## config.mk

```make
export PLATFORM = sky130hd
export DESIGN_NAME = gpio_irq_ctrl_flat
export DESIGN_NICKNAME = d
export VERILOG_FILES = /design/src/rtl/gpio_irq_ctrl_if.sv /design/src/rtl/gpio_irq_ctrl.sv /design/src/flat_wrapper.sv
export SDC_FILE = /design/constraint.sdc
export NUM_CORES = 1
export LEC_CHECK = 0
export BUFFER_PORTS_ARGS = -buffer_cell sky130_fd_sc_hd__buf_2
export CAP_MARGIN = 20
export CORE_ASPECT_RATIO = 0.7
export CORE_MARGIN = 1.5
export CORE_UTILIZATION = 39
export DETAILED_ROUTE_END_ITERATION = 6
export REMOVE_ABC_BUFFERS = 1
export SETUP_SLACK_MARGIN = 0.5
export SLEW_MARGIN = 20
export SYNTH_ARGS = -nofsm -noshare
export SYNTH_HDL_FRONTEND = slang
export SYNTH_SLANG_ARGS = --single-unit
```

## constraint.sdc

```tcl
create_clock -name clk_i -period 5 [get_ports clk_i]
set_input_delay 0.5 -clock clk_i [delete_from_list [all_inputs] [get_ports clk_i]]
set_output_delay 0.5 -clock clk_i [all_outputs]
set_load 0.05 [all_outputs]
```

## src/rtl/gpio_irq_ctrl_if.sv

```systemverilog
// Signal bundle between the GPIO register block (master) and the
// input-conditioning / interrupt engine (slave).
interface gpio_irq_ctrl_if #(
    parameter int GPIO_NUM = 8
);
    logic [GPIO_NUM-1:0] gpio_in_i;
    logic [GPIO_NUM-1:0] dir_i;
    logic [GPIO_NUM-1:0] inten_i;
    logic [GPIO_NUM-1:0] inttype0_i;
    logic [GPIO_NUM-1:0] inttype1_i;
    logic                filt_en_i;
    logic [15:0]         filt_div_i;
    logic                stat_rd_i;
    logic [GPIO_NUM-1:0] gpio_val_o;
    logic [GPIO_NUM-1:0] stat_o;
    logic                irq_o;

    modport master (
        output gpio_in_i, dir_i, inten_i, inttype0_i, inttype1_i,
               filt_en_i, filt_div_i, stat_rd_i,
        input  gpio_val_o, stat_o, irq_o
    );

    modport slave (
        input  gpio_in_i, dir_i, inten_i, inttype0_i, inttype1_i,
               filt_en_i, filt_div_i, stat_rd_i,
        output gpio_val_o, stat_o, irq_o
    );
endinterface

```

## src/rtl/gpio_irq_ctrl.sv

```systemverilog
// GPIO input conditioning (2-flop sync + prescaled deglitch) and sticky
// per-pin edge/level interrupt status driving a single irq line.
module gpio_irq_ctrl #(
    parameter int GPIO_NUM    = 8,
    parameter int FILT_CNT_W  = 4,
    parameter int FILT_THRESH = 3
) (
    input  logic              clk_i,
    input  logic              rst_i,
    gpio_irq_ctrl_if.slave    bus
);
    localparam logic [FILT_CNT_W-1:0] THRESH_C = FILT_CNT_W'(FILT_THRESH);
    localparam logic [FILT_CNT_W-1:0] CNT_ONE  = {{(FILT_CNT_W-1){1'b0}}, 1'b1};

    logic [GPIO_NUM-1:0] sync1_reg;
    logic [GPIO_NUM-1:0] sync2_reg;
    logic [GPIO_NUM-1:0] filt_vec;
    logic [GPIO_NUM-1:0] prev_reg;
    logic [GPIO_NUM-1:0] stat_reg;
    logic [GPIO_NUM-1:0] stat_next;
    logic [GPIO_NUM-1:0] evt;
    logic [GPIO_NUM-1:0] qual_evt;
    logic [GPIO_NUM-1:0] clr;
    logic                irq_reg;
    logic [15:0]         presc_reg;
    logic [15:0]         presc_next;
    logic                tick;

    // Prescaler: free-runs only while filtering is enabled.
    assign tick = bus.filt_en_i && (presc_reg == bus.filt_div_i);

    always_comb begin
        presc_next = presc_reg + 16'd1;
        if (!bus.filt_en_i || tick) begin
            presc_next = '0;
        end
    end

    always_ff @(posedge clk_i or posedge rst_i) begin
        if (rst_i) begin
            sync1_reg <= '0;
            sync2_reg <= '0;
            presc_reg <= '0;
        end else begin
            sync1_reg <= bus.gpio_in_i;
            sync2_reg <= sync1_reg;
            presc_reg <= presc_next;
        end
    end

    generate
        for (genvar gi = 0; gi < GPIO_NUM; gi++) begin : g_pin
            logic                  filt_bit_reg;
            logic                  filt_bit_next;
            logic [FILT_CNT_W-1:0] cnt_reg;
            logic [FILT_CNT_W-1:0] cnt_next;

            // Disabling the filter snaps to the synced value, so the only
            // edge seen is a genuine difference between filt and input.
            always_comb begin
                filt_bit_next = filt_bit_reg;
                cnt_next      = cnt_reg;
                if (!bus.filt_en_i) begin
                    filt_bit_next = sync2_reg[gi];
                    cnt_next      = '0;
                end else if (sync2_reg[gi] == filt_bit_reg) begin
                    cnt_next = '0;
                end else if (tick) begin
                    if ((cnt_reg + CNT_ONE) == THRESH_C) begin
                        filt_bit_next = sync2_reg[gi];
                        cnt_next      = '0;
                    end else begin
                        cnt_next = cnt_reg + CNT_ONE;
                    end
                end
            end

            always_ff @(posedge clk_i or posedge rst_i) begin
                if (rst_i) begin
                    filt_bit_reg <= 1'b0;
                    cnt_reg      <= '0;
                end else begin
                    filt_bit_reg <= filt_bit_next;
                    cnt_reg      <= cnt_next;
                end
            end

            assign filt_vec[gi] = filt_bit_reg;

            always_comb begin
                evt[gi] = 1'b0;
                case ({bus.inttype1_i[gi], bus.inttype0_i[gi]})
                    2'b00:   evt[gi] =  filt_bit_reg & ~prev_reg[gi];
                    2'b01:   evt[gi] = ~filt_bit_reg &  prev_reg[gi];
                    2'b10:   evt[gi] =  filt_bit_reg;
                    default: evt[gi] = ~filt_bit_reg;
                endcase
            end
        end
    endgenerate

    // Disable/output-direction clears first, a new event beats a read clear.
    assign clr       = ~bus.inten_i | bus.dir_i;
    assign qual_evt  = evt & bus.inten_i & ~bus.dir_i;
    assign stat_next = qual_evt | (stat_reg & ~clr & ~{GPIO_NUM{bus.stat_rd_i}});

    always_ff @(posedge clk_i or posedge rst_i) begin
        if (rst_i) begin
            prev_reg <= '0;
            stat_reg <= '0;
            irq_reg  <= 1'b0;
        end else begin
            prev_reg <= filt_vec;
            stat_reg <= stat_next;
            irq_reg  <= |stat_reg;
        end
    end

    assign bus.gpio_val_o = filt_vec;
    assign bus.stat_o     = stat_reg;
    assign bus.irq_o      = irq_reg;
endmodule
```

## src/flat_wrapper.sv

```systemverilog
// flat-port wrapper written by rule: the top's interface ports become plain ports
module gpio_irq_ctrl_flat 
#(
    parameter int GPIO_NUM    = 8,
    parameter int FILT_CNT_W  = 4,
    parameter int FILT_THRESH = 3
)
  (clk_i, rst_i, bus_gpio_in_i, bus_dir_i, bus_inten_i, bus_inttype0_i, bus_inttype1_i, bus_filt_en_i, bus_filt_div_i, bus_stat_rd_i, bus_gpio_val_o, bus_stat_o, bus_irq_o);
  gpio_irq_ctrl_if #(.GPIO_NUM(GPIO_NUM)) bus_i ();
  input  logic clk_i;
  input  logic rst_i;
  input wire logic [$bits(bus_i.gpio_in_i)-1:0] bus_gpio_in_i;
  input wire logic [$bits(bus_i.dir_i)-1:0] bus_dir_i;
  input wire logic [$bits(bus_i.inten_i)-1:0] bus_inten_i;
  input wire logic [$bits(bus_i.inttype0_i)-1:0] bus_inttype0_i;
  input wire logic [$bits(bus_i.inttype1_i)-1:0] bus_inttype1_i;
  input wire logic [$bits(bus_i.filt_en_i)-1:0] bus_filt_en_i;
  input wire logic [$bits(bus_i.filt_div_i)-1:0] bus_filt_div_i;
  input wire logic [$bits(bus_i.stat_rd_i)-1:0] bus_stat_rd_i;
  output wire logic [$bits(bus_i.gpio_val_o)-1:0] bus_gpio_val_o;
  output wire logic [$bits(bus_i.stat_o)-1:0] bus_stat_o;
  output wire logic [$bits(bus_i.irq_o)-1:0] bus_irq_o;
  assign bus_i.gpio_in_i = bus_gpio_in_i;
  assign bus_i.dir_i = bus_dir_i;
  assign bus_i.inten_i = bus_inten_i;
  assign bus_i.inttype0_i = bus_inttype0_i;
  assign bus_i.inttype1_i = bus_inttype1_i;
  assign bus_i.filt_en_i = bus_filt_en_i;
  assign bus_i.filt_div_i = bus_filt_div_i;
  assign bus_i.stat_rd_i = bus_stat_rd_i;
  assign bus_gpio_val_o = bus_i.gpio_val_o;
  assign bus_stat_o = bus_i.stat_o;
  assign bus_irq_o = bus_i.irq_o;
  gpio_irq_ctrl #(.GPIO_NUM(GPIO_NUM), .FILT_CNT_W(FILT_CNT_W), .FILT_THRESH(FILT_THRESH)) u_core (.clk_i(clk_i), .rst_i(rst_i), .bus(bus_i));
endmodule
```

==> results of run 1 <==
==> final cells by class <==
cell class	instances	area [µm²]
flip-flops and latches	89	2227
clock inverters	5	103.9
inverters	25	95.09
clock buffers	10	239.0
repair buffers	78	395.4
fillers	1054	5808
well taps	153	191.4
multi-input cells	320	2031
==> synth_stat cells <==
library cell | count | area [µm²]
sky130_fd_sc_hd__a21oi_1 | 44 | 220.2
sky130_fd_sc_hd__clkbuf_1 | 7 | 26.28
sky130_fd_sc_hd__and2_1 | 4 | 25.02
sky130_fd_sc_hd__a41oi_1 | 4 | 35.03
sky130_fd_sc_hd__dfrtp_1 | 89 | 2227
sky130_fd_sc_hd__and3_1 | 1 | 6.260
sky130_fd_sc_hd__buf_2 | 2 | 10.01
sky130_fd_sc_hd__and4_1 | 2 | 17.52
sky130_fd_sc_hd__or2_2 | 3 | 18.77
sky130_fd_sc_hd__o32ai_1 | 3 | 26.28
sky130_fd_sc_hd__a31oi_1 | 1 | 6.260
sky130_fd_sc_hd__a221oi_1 | 2 | 17.52
sky130_fd_sc_hd__nor3b_1 | 8 | 60.06
sky130_fd_sc_hd__ha_1 | 17 | 212.7
sky130_fd_sc_hd__nor4b_1 | 4 | 35.03
sky130_fd_sc_hd__xor2_1 | 33 | 289.0
sky130_fd_sc_hd__o21ai_0 | 25 | 125.1
sky130_fd_sc_hd__buf_4 | 8 | 60.06
sky130_fd_sc_hd__a21boi_0 | 3 | 22.52
sky130_fd_sc_hd__nor4_1 | 6 | 37.54
sky130_fd_sc_hd__nand2_1 | 40 | 150.1
sky130_fd_sc_hd__nand3b_1 | 5 | 37.54
sky130_fd_sc_hd__inv_1 | 25 | 93.84
sky130_fd_sc_hd__nor2_1 | 38 | 142.6
sky130_fd_sc_hd__nand4_1 | 5 | 31.28
sky130_fd_sc_hd__mux2_2 | 8 | 90.09
sky130_fd_sc_hd__nor3_1 | 1 | 5.000
sky130_fd_sc_hd__or3_1 | 23 | 143.9
sky130_fd_sc_hd__xnor2_1 | 20 | 175.2
sky130_fd_sc_hd__clkbuf_2 | 2 | 10.01
sky130_fd_sc_hd__nand3_1 | 20 | 100.1
==> worst max path at each step <==
stage                                   from                                       end  slack (ns)  cells past startpoint
2_1_floorplan             bus_filt_div_i[15]            u_core.presc_reg[10]$_DFF_PP0_        2.06                      5
3_3_place_gp               bus_filt_div_i[5]  u_core.g_pin[7].filt_bit_reg$_DFFE_PP0P_        2.70                      6
3_5_place_dp              bus_filt_div_i[11]  u_core.g_pin[4].filt_bit_reg$_DFFE_PP0P_        2.63                      6
4_1_cts        u_core.presc_reg[7]$_DFF_PP0_  u_core.g_pin[7].filt_bit_reg$_DFFE_PP0P_        2.72                      5
5_1_grt        u_core.presc_reg[7]$_DFF_PP0_             u_core.presc_reg[7]$_DFF_PP0_        2.58                      6
6_report       u_core.presc_reg[7]$_DFF_PP0_  u_core.g_pin[7].filt_bit_reg$_DFFE_PP0P_        2.75                      5
==> through the flow <==
step	instances	power, µW	area, µm²
3_5_place_dp	665	961.3	4940
3_3_place_gp	665	957.7	4940
5_1_grt	680	1799	5283
2_1_floorplan	434	895.4	4352
6_report	680	1719	5283
4_1_cts	680	1743	5283
==> layer usage <==
metal	vias up	part of all wire, %	global-route usage, %	wire length [µm]
li1	1692	-	-	-
met1	1607	51	24.47	4802
met2	43	44	25.31	4129
met3	8	3.5	4.795	329
met4	0	1.1	6.136	105
met5	-	0	0	0
==> report_power, final <==
group | total, µW | internal, µW | switching, µW
logic | 171 | 62.0 | 109
clock network | 774 | 499 | 275
registers | 773 | 748 | 25.8
total | 1720 | 1310 | 410
==> cell families (layout without fill, tap and decap cells) <==
logic type / count (synthesis) / in the layout / synth area share (%)
compound gates: 82 / 82 / 10.16
flops: 89 / 89 / 49.96
mux: 8 / 8 / 2.021
simple gates: 160 / 160 / 18.19
xor+xnor: 53 / 53 / 10.41
fa+ha+maj: 17 / 17 / 4.771
buf+inv: 44 / 118 / 4.491
==> flow_metrics.env, run 1 <==
export IMPL_synth_cells=453
export IMPL_clkTransAtPathRegs_ns=0.06
export IMPL_gr_total_overflow=0
export IMPL_outcome="finished clean"
export IMPL_critPathRequiredTime_ns=5.23
export IMPL_max_cap_violations=0
export IMPL_post_drt_via_cell_ratio=4.926
export IMPL_end_kind="register"
export IMPL_final_setup_worst_slack_ns=2.750
export IMPL_start_util_pct=40.20
export IMPL_first_global_vias=3329
export IMPL_timing_worst_slew_pin_value_ns=0.6611
export IMPL_path_class="reg -> reg"
export IMPL_die_x_um=130.8
export IMPL_io_buffer_count=76
export IMPL_routed_wirelength_um=9367
export IMPL_post_dp_hpwl_um=6692
export IMPL_grt_pass1_wl_um=16130
export IMPL_worst_r2r_cell_count=5
export IMPL_r2r_slack_ns=2.75
export IMPL_area_delta_synth_final_pct=18.50
export IMPL_syn_cell_area_mm2=0.004458
export IMPL_drt_iter0_markers=179
export IMPL_finalSetupTns_ns=0
export IMPL_largest_register_ff_count=32
export IMPL_cts_root_buffer_cell="sky130_fd_sc_hd__clkbuf_16"
export IMPL_layout_core_utilization_pct=47.63
export IMPL_critical_path_cell_with_the_highest_stage_delay="sky130_fd_sc_hd__and4_1"
export IMPL_hold_slack_ns=0.2255
export IMPL_synth_cell_type_count=31
export IMPL_rr_endpoint="u_core.g_pin[7].filt_bit_reg$_DFFE_PP0P_"
export IMPL_cpLargestDelayFamily="simple AND/OR/NAND/NOR gates"
export IMPL_wl_per_cell_um=13.78
export IMPL_fin_crit_period_ns=2.250
export IMPL_placeableCoreArea_mm2=0.01109
export IMPL_synth_avg_cell_area_um2=9.841
export IMPL_std_cell_rows=32
export IMPL_skew_ns=0.008041
export IMPL_tritoncts="yes"
export IMPL_worst_path_max_fanout=13
export IMPL_h_tree_depth=3
export IMPL_hold_buffers=0
export IMPL_timing_hold_violations_final=0
export IMPL_cts_path_max_buffers=2
export IMPL_floorplan_io_pins=77
export IMPL_post_cts_setup_buffer_count=0
export IMPL_preCtsSetupSlack_ns=2.627
export IMPL_num_nets_final=600
export IMPL_layout_commonest_cell="sky130_fd_sc_hd__dfrtp_1"
export IMPL_rsz0062_at_grt="no"
export IMPL_hold_class="in -> async"
export IMPL_cpPeakStageDelay_ns=0.59
export IMPL_gpl_final_weighted_congestion=0.7887
export IMPL_critical_path_buf_inv_count=0
export IMPL_worst_setup_path_start_kind="register"
export IMPL_yosys_warnings=0
export IMPL_cts_sinks=89
export IMPL_cts_made_buffers=9
export IMPL_die_h_um=92.45
export IMPL_dr_pass1_iters=4
export IMPL_vias=3350
export IMPL_power_density_cell_area_mw_per_mm2=325.3
export IMPL_cts_resized=0
export IMPL_timing_rr_start="u_core.presc_reg[7]$_DFF_PP0_"
export IMPL_relSlewSlack_pct=55.88
export IMPL_layout_cells_most_common_list="sky130_fd_sc_hd__dfrtp_1 (89), sky130_fd_sc_hd__buf_2 (76), sky130_fd_sc_hd__a21oi_1 (44), sky130_fd_sc_hd__nand2_1 (40), sky130_fd_sc_hd__nor2_1 (38)"
export IMPL_worstPathCellList="xor2_1 > nor4_1 > and4_1 > a21boi_0 > mux2_2"
export IMPL_maximum_number_of_pins_on_one_net_before_global_route_repair=62
export IMPL_grt_antenna_before_repair=0
export IMPL_insertion_delay_ns=0.34
export IMPL_synth_yosys_seq_area_share_pct=49.96
export IMPL_synth_ff_latch_count=89
export IMPL_final_layout_size_suffix_gt1_share_pct=19.92
export IMPL_leak_pwr_uw=0.002287
export IMPL_ant_cells=0
export IMPL_maxSlewViolCount=0
export IMPL_max_freq_mhz=444.4
export IMPL_cp_arrival_ns=2.48
export IMPL_max_vdd_ir_drop_mv=0.1831
export IMPL_timing_final_setup_violations=0
export IMPL_drtAntennaViolNets=0
export IMPL_grt_use_total_pct=17.29
export IMPL_post_route_drc_count=0
export IMPL_design_die_area_mm2=0.01209
export IMPL_final_period_utilization_pct=45.01
(Power assumes the default switching activity.)
==> inputs of run 2 (changes only) <==
Settings changed: ABC_AREA set to 1.
Clock period 5 ns to 2.3 ns, I/O delays scaled along.
==> run 2 against run 1 <==
Via count increased by 26%. Sequential power increased by 130%. Count of clock-buffer cells in the layout decreased by 1. Design area increased by 9.9%. Global-route usage increased by 0.73 points. Power increased by 130%. Setup slack got worse by 2.1 ns.
==> flow_metrics.env, run 2 <==
export IMPL_outcome="finished clean"
export IMPL_synth_top_cells_by_area="sky130_fd_sc_hd__dfrtp_1 (46%), sky130_fd_sc_hd__nand2_1 (10%), sky130_fd_sc_hd__inv_1 (7.5%)"
export IMPL_worstPathCellList="inv_2 > nand2_1 > nand2_1 > nor2_1 > nand2_1 > nor2_4 > nand2_4 > nor2_4 > buf_12 > nand3_1 > nand2_1"
export IMPL_die_x_um=136.7
export IMPL_start_util_pct=40.89
export IMPL_rsz0062_at_grt="no"
export IMPL_worst_r2r_cell_count=11
export IMPL_post_dp_hpwl_um=8096
export IMPL_edff_count_synth=0
export IMPL_tritoncts="yes"
export IMPL_cts_path_max_buffers=2
export IMPL_syn_cell_area_mm2=0.004880
export IMPL_grt_pass1_wl_um=18360
export IMPL_largest_register_ff_count=32
export IMPL_ant_cells=0
export IMPL_placeableCoreArea_mm2=0.01193
export IMPL_post_route_drc_count=0
export IMPL_post_synth_top_count_cell="sky130_fd_sc_hd__nand2_1"
export IMPL_maximum_number_of_pins_on_one_net_before_global_route_repair=71
export IMPL_synth_yosys_seq_area_share_pct=45.64
export IMPL_h_tree_depth=3
export IMPL_std_cell_rows=33
export IMPL_critical_path_cell_with_the_highest_stage_delay="sky130_fd_sc_hd__dfrtp_1"
export IMPL_design_die_area_mm2=0.01320
export IMPL_grt_use_total_pct=18.03
export IMPL_end_kind="register"
export IMPL_synth_ff_latch_count=89
export IMPL_insertion_delay_ns=0.34
export IMPL_cts_sinks=89
export IMPL_path_class="reg -> reg"
export IMPL_whs_path_depth=1
export IMPL_cp_arrival_ns=1.95
export IMPL_routed_wirelength_um=11120
export IMPL_critical_path_depth=11
export IMPL_drtAntennaViolNets=0
export IMPL_synth_cells=627
export IMPL_drt_iter0_markers=209
export IMPL_area_delta_synth_final_pct=19.03
export IMPL_wl_per_cell_um=12.80
export IMPL_vias=4218
export IMPL_timing_final_setup_violations=0
export IMPL_post_place_cells=843
export IMPL_fillers=1144
export IMPL_gr_total_overflow=0
export IMPL_yosys_warnings=0
export IMPL_synth_top_flop_cell="sky130_fd_sc_hd__dfrtp_1"
export IMPL_fin_cells=869
export IMPL_post_drt_via_cell_ratio=4.854
export IMPL_critPathLaunch="u_core.presc_reg[9]$_DFF_PP0_"
export IMPL_cts_made_buffers=9
export IMPL_synth_largest_type_area_fraction_pct=45.64
export IMPL_io_buffer_count=76
export IMPL_critical_path_buf_inv_count=2
export IMPL_fin_crit_period_ns=1.677
export IMPL_path_common_cell="sky130_fd_sc_hd__nand2_1"
export IMPL_hold_class="in -> reg"
export IMPL_critPathRequiredTime_ns=2.58
export IMPL_cpPeakStageDelay_ns=0.39
export IMPL_timing_rr_start="u_core.presc_reg[9]$_DFF_PP0_"
export IMPL_maxSlewViolCount=0
export IMPL_synth_avg_cell_area_um2=7.783
export IMPL_layout_commonest_cell="sky130_fd_sc_hd__nand2_1"
export IMPL_skew_ns=0.006925
export IMPL_finalSetupTns_ns=0
export IMPL_die_h_um=96.59
export IMPL_timing_hold_violations_final=0
export IMPL_netlist_top_cells_count="sky130_fd_sc_hd__nand2_1 (136), sky130_fd_sc_hd__inv_1 (98), sky130_fd_sc_hd__dfrtp_1 (89)"
export IMPL_max_freq_mhz=596.3
export IMPL_first_global_vias=3928
export IMPL_grt_antenna_before_repair=0
export IMPL_cpLargestDelayFamily="simple AND/OR/NAND/NOR gates"
export IMPL_worst_path_max_fanout=14
export IMPL_synthArstFlopShare_pct=100.0
export IMPL_dr_pass1_iters=5
export IMPL_num_nets_final=785
export IMPL_synthDominantAreaCellType="sky130_fd_sc_hd__dfrtp_1"
export IMPL_worst_setup_path_start_kind="register"
export IMPL_layout_core_utilization_pct=48.67
export IMPL_floorplan_io_pins=77
export IMPL_relSlewSlack_pct=61.67
export IMPL_min_delay_start="bus_gpio_in_i[1]"
export IMPL_layout_cells_most_common_list="sky130_fd_sc_hd__nand2_1 (136), sky130_fd_sc_hd__inv_1 (97), sky130_fd_sc_hd__dfrtp_1 (86), sky130_fd_sc_hd__nor2_1 (78), sky130_fd_sc_hd__buf_2 (76)"
export IMPL_max_cap_violations=0
export IMPL_final_layout_size_suffix_gt1_share_pct=16.99
export IMPL_timing_worst_slew_pin_value_ns=0.5698
export IMPL_synth_cell_type_count=24
export IMPL_max_vdd_ir_drop_mv=0.4471
export IMPL_leak_pwr_uw=0.003172
export IMPL_final_period_utilization_pct=72.92
export IMPL_clkTransAtPathRegs_ns=0.06
export IMPL_power_density_cell_area_mw_per_mm2=674.8
export IMPL_gpl_final_weighted_congestion=0.8289
export IMPL_cts_root_buffer_cell="sky130_fd_sc_hd__clkbuf_16"
run 2: cell families (layout without fill, tap and decap cells):
group | after synthesis | count (layout) | share of synthesized area [%]
AND/OR/NAND/NOR | 326 | 326 | 29.56
buffers and inverters | 132 | 217 | 11.13
flip-flops | 89 | 89 | 45.64
AO/OA/AOI/OAI | 37 | 37 | 4.641
XOR/XNOR | 26 | 26 | 4.667
adder cells (fa/ha/maj) | 17 | 17 | 4.359
run 2: metrics by stage:
step	cell area [µm²]	worst slack [ns]	hold WS, ns	power, µW
after global placement	5370	0.5259	0.2189	2464
final	5808	0.6229	0.005599	3919
after floorplan	4757	-0.2369	0.2614	2255
after CTS	5744	0.4960	0.001301	3968
after global routing	5808	0.5021	0.001914	4123
after detailed placement	5370	0.4896	0.2234	2480
run 2: timing repair:
action,in CTS,in global routing
setup endpoints to repair,11,53
hold buffers,8,0
hold endpoints to repair,26,0
buffers inserted,0,3
resized for setup,1,9
gates cloned,0,0
pin swaps,0,1
run 2: final timing paths:
check | slack (ns) | to
setup / recovery | 0.62 | u_core.g_pin[2].cnt_reg[2]$_DFFE_PP0P_
hold / removal | 0.006 | u_core.sync1_reg[1]$_DFF_PP0_
setup reg to reg | 0.62 | u_core.g_pin[2].cnt_reg[2]$_DFFE_PP0P_
hold reg to reg | 0.35 | u_core.sync2_reg[4]$_DFF_PP0_
max in group asynchronous | 1.21 | u_core.g_pin[0].cnt_reg[0]$_DFFE_PP0P_
min in group asynchronous | 0.40 | u_core.g_pin[1].cnt_reg[0]$_DFFE_PP0P_
run 2: cell type report:
cell class | instances | area [µm²] | share of cell area [%]
Clock buffer | 9 | 225.2 | 3.878
Clock inverter | 6 | 67.56 | 1.163
Inverter | 112 | 424.2 | 7.303
Multi-Input combinational cell | 406 | 2121 | 36.51
Sequential cell | 89 | 2231 | 38.41
Tap cell | 157 | 196.4 | 3.382
Timing Repair Buffer | 90 | 543.0 | 9.349
run 2: power by group:
group | switching [µW] | total [µW] | internal [µW] | leakage (µW)
Sequential | 107 | 1780 | 1670 | 0.00116
Clock | 621 | 1460 | 841 | 0.000138
Combinational | 472 | 678 | 206 | 0.00187
Total | 1200 | 3920 | 2720 | 0.00317
run 2: routing by layer:
| metal | track usage [%] | vias up | wire [µm] |
|---|---|---|---|
| met5 | 0 | - | 0 |
| met4 | 6.206 | 0 | 227 |
| met3 | 4.017 | 14 | 415 |
| met2 | 29.48 | 87 | 5069 |
| met1 | 23.77 | 1974 | 5406 |
| li1 | - | 2143 | - |
==> inputs of run 3 (changes only) <==
Settings changed: ABC_AREA 1 to 0.
Clock period 2.3 ns to 1.4 ns, I/O delays scaled along.
==> run 3 against run 2 <==
The flow now finishes with violations (negative setup slack). Count of clock-buffer cells in the layout up 1. Final cell count decreased by 8.4%. Combinational power up 42%. Non-clock buffer count is 103 higher. Maximum frequency shrank 23%. Register-to-register slack worse by 1.4 ns. Critical path type unchanged.
==> flow_metrics.env, run 3 (synthesis gave the netlist of run 1 again) <==
export IMPL_finalSetupTns_ns=-35.82
export IMPL_die_x_um=130.8
export IMPL_comb_power_share_pct=14.8
export IMPL_cts_made_buffers=9
export IMPL_placeableCoreArea_mm2=0.01109
export IMPL_max_cap_violations=0
export IMPL_layout_core_utilization_pct=62.61
export IMPL_area_delta_synth_final_pct=55.77
export IMPL_seq_power_share_pct=42.5
export IMPL_start_util_pct=40.20
export IMPL_first_global_vias=4222
export IMPL_critPathRequiredTime_ns=1.67
export IMPL_gr_total_overflow=0
export IMPL_power_density_cell_area_mw_per_mm2=941.3
export IMPL_cell_internal_pwr_uw=4896
export IMPL_drtAntennaViolNets=0
export IMPL_cts_sinks=89
export IMPL_cts_root_buffer_cell="sky130_fd_sc_hd__clkbuf_16"
export IMPL_cp_arrival_ns=2.44
export IMPL_cts_path_max_buffers=2
export IMPL_maximum_number_of_pins_on_one_net_before_global_route_repair=68
export IMPL_critical_path_buf_inv_count=4
export IMPL_critical_path_cell_with_the_highest_stage_delay="sky130_fd_sc_hd__dfrtp_1"
export IMPL_design_die_area_mm2=0.01209
export IMPL_final_period_utilization_pct=154.8
export IMPL_worstPathCellList="xor2_1 > nor4_2 > buf_4 > nand4_1 > buf_6 > buf_12 > buf_4 > or3_1 > a21oi_1"
export IMPL_hold_class="in -> reg"
export IMPL_end_kind="register"
export IMPL_path_common_cell="sky130_fd_sc_hd__buf_4"
export IMPL_dr_pass1_iters=4
export IMPL_path_class="reg -> reg"
export IMPL_h_tree_depth=3
export IMPL_timing_hold_violations_final=0
export IMPL_layout_cells_most_common_list="sky130_fd_sc_hd__buf_4 (80), sky130_fd_sc_hd__dfrtp_1 (78), sky130_fd_sc_hd__buf_2 (59), sky130_fd_sc_hd__nor2_1 (36), sky130_fd_sc_hd__nand2_1 (34)"
export IMPL_layout_commonest_cell="sky130_fd_sc_hd__buf_4"
export IMPL_max_freq_mhz=461.3
export IMPL_global_route_usage_met3_pct=5.026
export IMPL_met1_track_usage_gr_pct=28.27
export IMPL_max_vdd_ir_drop_mv=0.6446
export IMPL_io_buffer_count=76
export IMPL_cpPeakStageDelay_ns=0.40
export IMPL_largest_register_ff_count=32
export IMPL_post_layout_total_power_uw=6537
export IMPL_drt_iter0_markers=207
export IMPL_timing_final_setup_violations=56
export IMPL_fillers=868
export IMPL_clkPwrFrac_pct=42.7
export IMPL_cpLargestDelayFamily="simple AND/OR/NAND/NOR gates"
export IMPL_wl_per_cell_um=16.19
export IMPL_grt_use_total_pct=21.73
export IMPL_skew_ns=0.007847
export IMPL_maxSlewViolCount=0
export IMPL_outcome="finished with violations"
export IMPL_routed_wirelength_um=12890
export IMPL_grt_antenna_before_repair=0
export IMPL_violations="negative setup slack"
export IMPL_timing_worst_slew_pin_value_ns=0.6057
export IMPL_post_dp_hpwl_um=7877
export IMPL_worst_setup_path_start_kind="register"
export IMPL_grtUsageMet2_pct=36.18
export IMPL_rsz0062_at_grt="yes"
export IMPL_insertion_delay_ns=0.34
export IMPL_clkTransAtPathRegs_ns=0.07
export IMPL_gpl_final_weighted_congestion=0.8258
export IMPL_fin_crit_period_ns=2.168
export IMPL_p_switching_uw=1641
export IMPL_post_place_cells=736
export IMPL_num_nets_final=715
export IMPL_final_setup_worst_slack_ns=-0.7678
export IMPL_gr_max_usage_layer="met2"
export IMPL_floorplan_io_pins=77
export IMPL_worst_path_max_fanout=7
export IMPL_relSlewSlack_pct=59.58
export IMPL_post_drt_via_cell_ratio=5.043
export IMPL_std_cell_rows=32
export IMPL_grt_pass1_wl_um=20110
export IMPL_post_route_drc_count=0
export IMPL_final_layout_size_suffix_gt1_share_pct=43.39
export IMPL_leak_pwr_uw=0.003066
export IMPL_ant_cells=0
export IMPL_fin_cells=796
export IMPL_netSwitchingFraction_pct=25.10
export IMPL_tritoncts="yes"
export IMPL_vias=4014
export IMPL_die_h_um=92.45
run 3: through the flow:
| step | instance area (µm²) | hold WS, ns | worst slack (ns) |
|---|---|---|---|
| floorplan | 4352 | 0.1714 | -1.459 |
| global placement | 5510 | 0.2212 | -0.7349 |
| detailed placement | 5510 | 0.2299 | -0.8091 |
| CTS | 6623 | 0.03938 | -0.7212 |
| global route | 6944 | 0.03614 | -0.8751 |
| finish | 6944 | 0.04776 | -0.7678 |
run 3: final cells by class:
class | instances | area, µm² | area share [%]
Clock buffer | 10 | 229.0 | 3.297
Sequential cell | 89 | 2241 | 32.27
Tap cell | 153 | 191.4 | 2.757
Timing Repair Buffer | 193 | 1697 | 24.43
Clock inverter | 6 | 115.1 | 1.658
Multi-Input combinational cell | 320 | 2376 | 34.22
Inverter | 25 | 95.09 | 1.369
run 3: power groups by stage:
stage | logic, µW | clock network [µW] | registers [µW]
6_report | 965 | 2790 | 2780
3_5_place_dp | 673 | 0 | 2800
2_1_floorplan | 255 | 0 | 2940
4_1_cts | 887 | 2850 | 2770
3_3_place_gp | 664 | 0 | 2800
5_1_grt | 1040 | 2960 | 2790
run 3: repair_timing:
item | 4_1_cts | 5_1_grt
hold endpoints to repair | 105 | 0
pin swaps | 39 | 22
endpoints found under the setup margin | 82 | 82
gates cloned | 6 | 1
setup buffers | 13 | 7
resized for setup | 100 | 63
hold buffers | 17 | 0
run 3: final timing paths:
kind | from | endpoint | slack [ns] | depth (start not counted)
max in group asynchronous | rst_i | u_core.g_pin[7].filt_bit_reg$_DFFE_PP0P_ | 0.66 | 4
min reg2reg | u_core.sync1_reg[6]$_DFF_PP0_ | u_core.sync2_reg[6]$_DFF_PP0_ | 0.35 | 0
min | bus_inten_i[3] | u_core.bus.stat_o[3]$_DFF_PP0_ | 0.05 | 2
min in group asynchronous | rst_i | u_core.presc_reg[3]$_DFF_PP0_ | 0.42 | 4
max | u_core.presc_reg[14]$_DFF_PP0_ | u_core.g_pin[6].cnt_reg[2]$_DFFE_PP0P_ | -0.77 | 9
max reg2reg | u_core.presc_reg[14]$_DFF_PP0_ | u_core.g_pin[6].cnt_reg[2]$_DFFE_PP0P_ | -0.77 | 9
run 3: worst register-to-register path, cell delays in order (launching register included):
cell                      delay, ns
sky130_fd_sc_hd__dfrtp_1       0.40
sky130_fd_sc_hd__xor2_1        0.16
sky130_fd_sc_hd__nor4_2        0.32
sky130_fd_sc_hd__buf_4         0.17
sky130_fd_sc_hd__nand4_1       0.16
sky130_fd_sc_hd__buf_6         0.19
sky130_fd_sc_hd__buf_12        0.13
sky130_fd_sc_hd__buf_4         0.14
sky130_fd_sc_hd__or3_1         0.30
sky130_fd_sc_hd__a21oi_1       0.12
run 3: metal layers:
| metal | part of all wire [%] | up-vias |
|---|---|---|
| li1 | - | 1922 |
| met1 | 44 | 2004 |
| met3 | 3.7 | 19 |
| met5 | 0 | - |
| met2 | 51 | 69 |
| met4 | 1.5 | 0 |
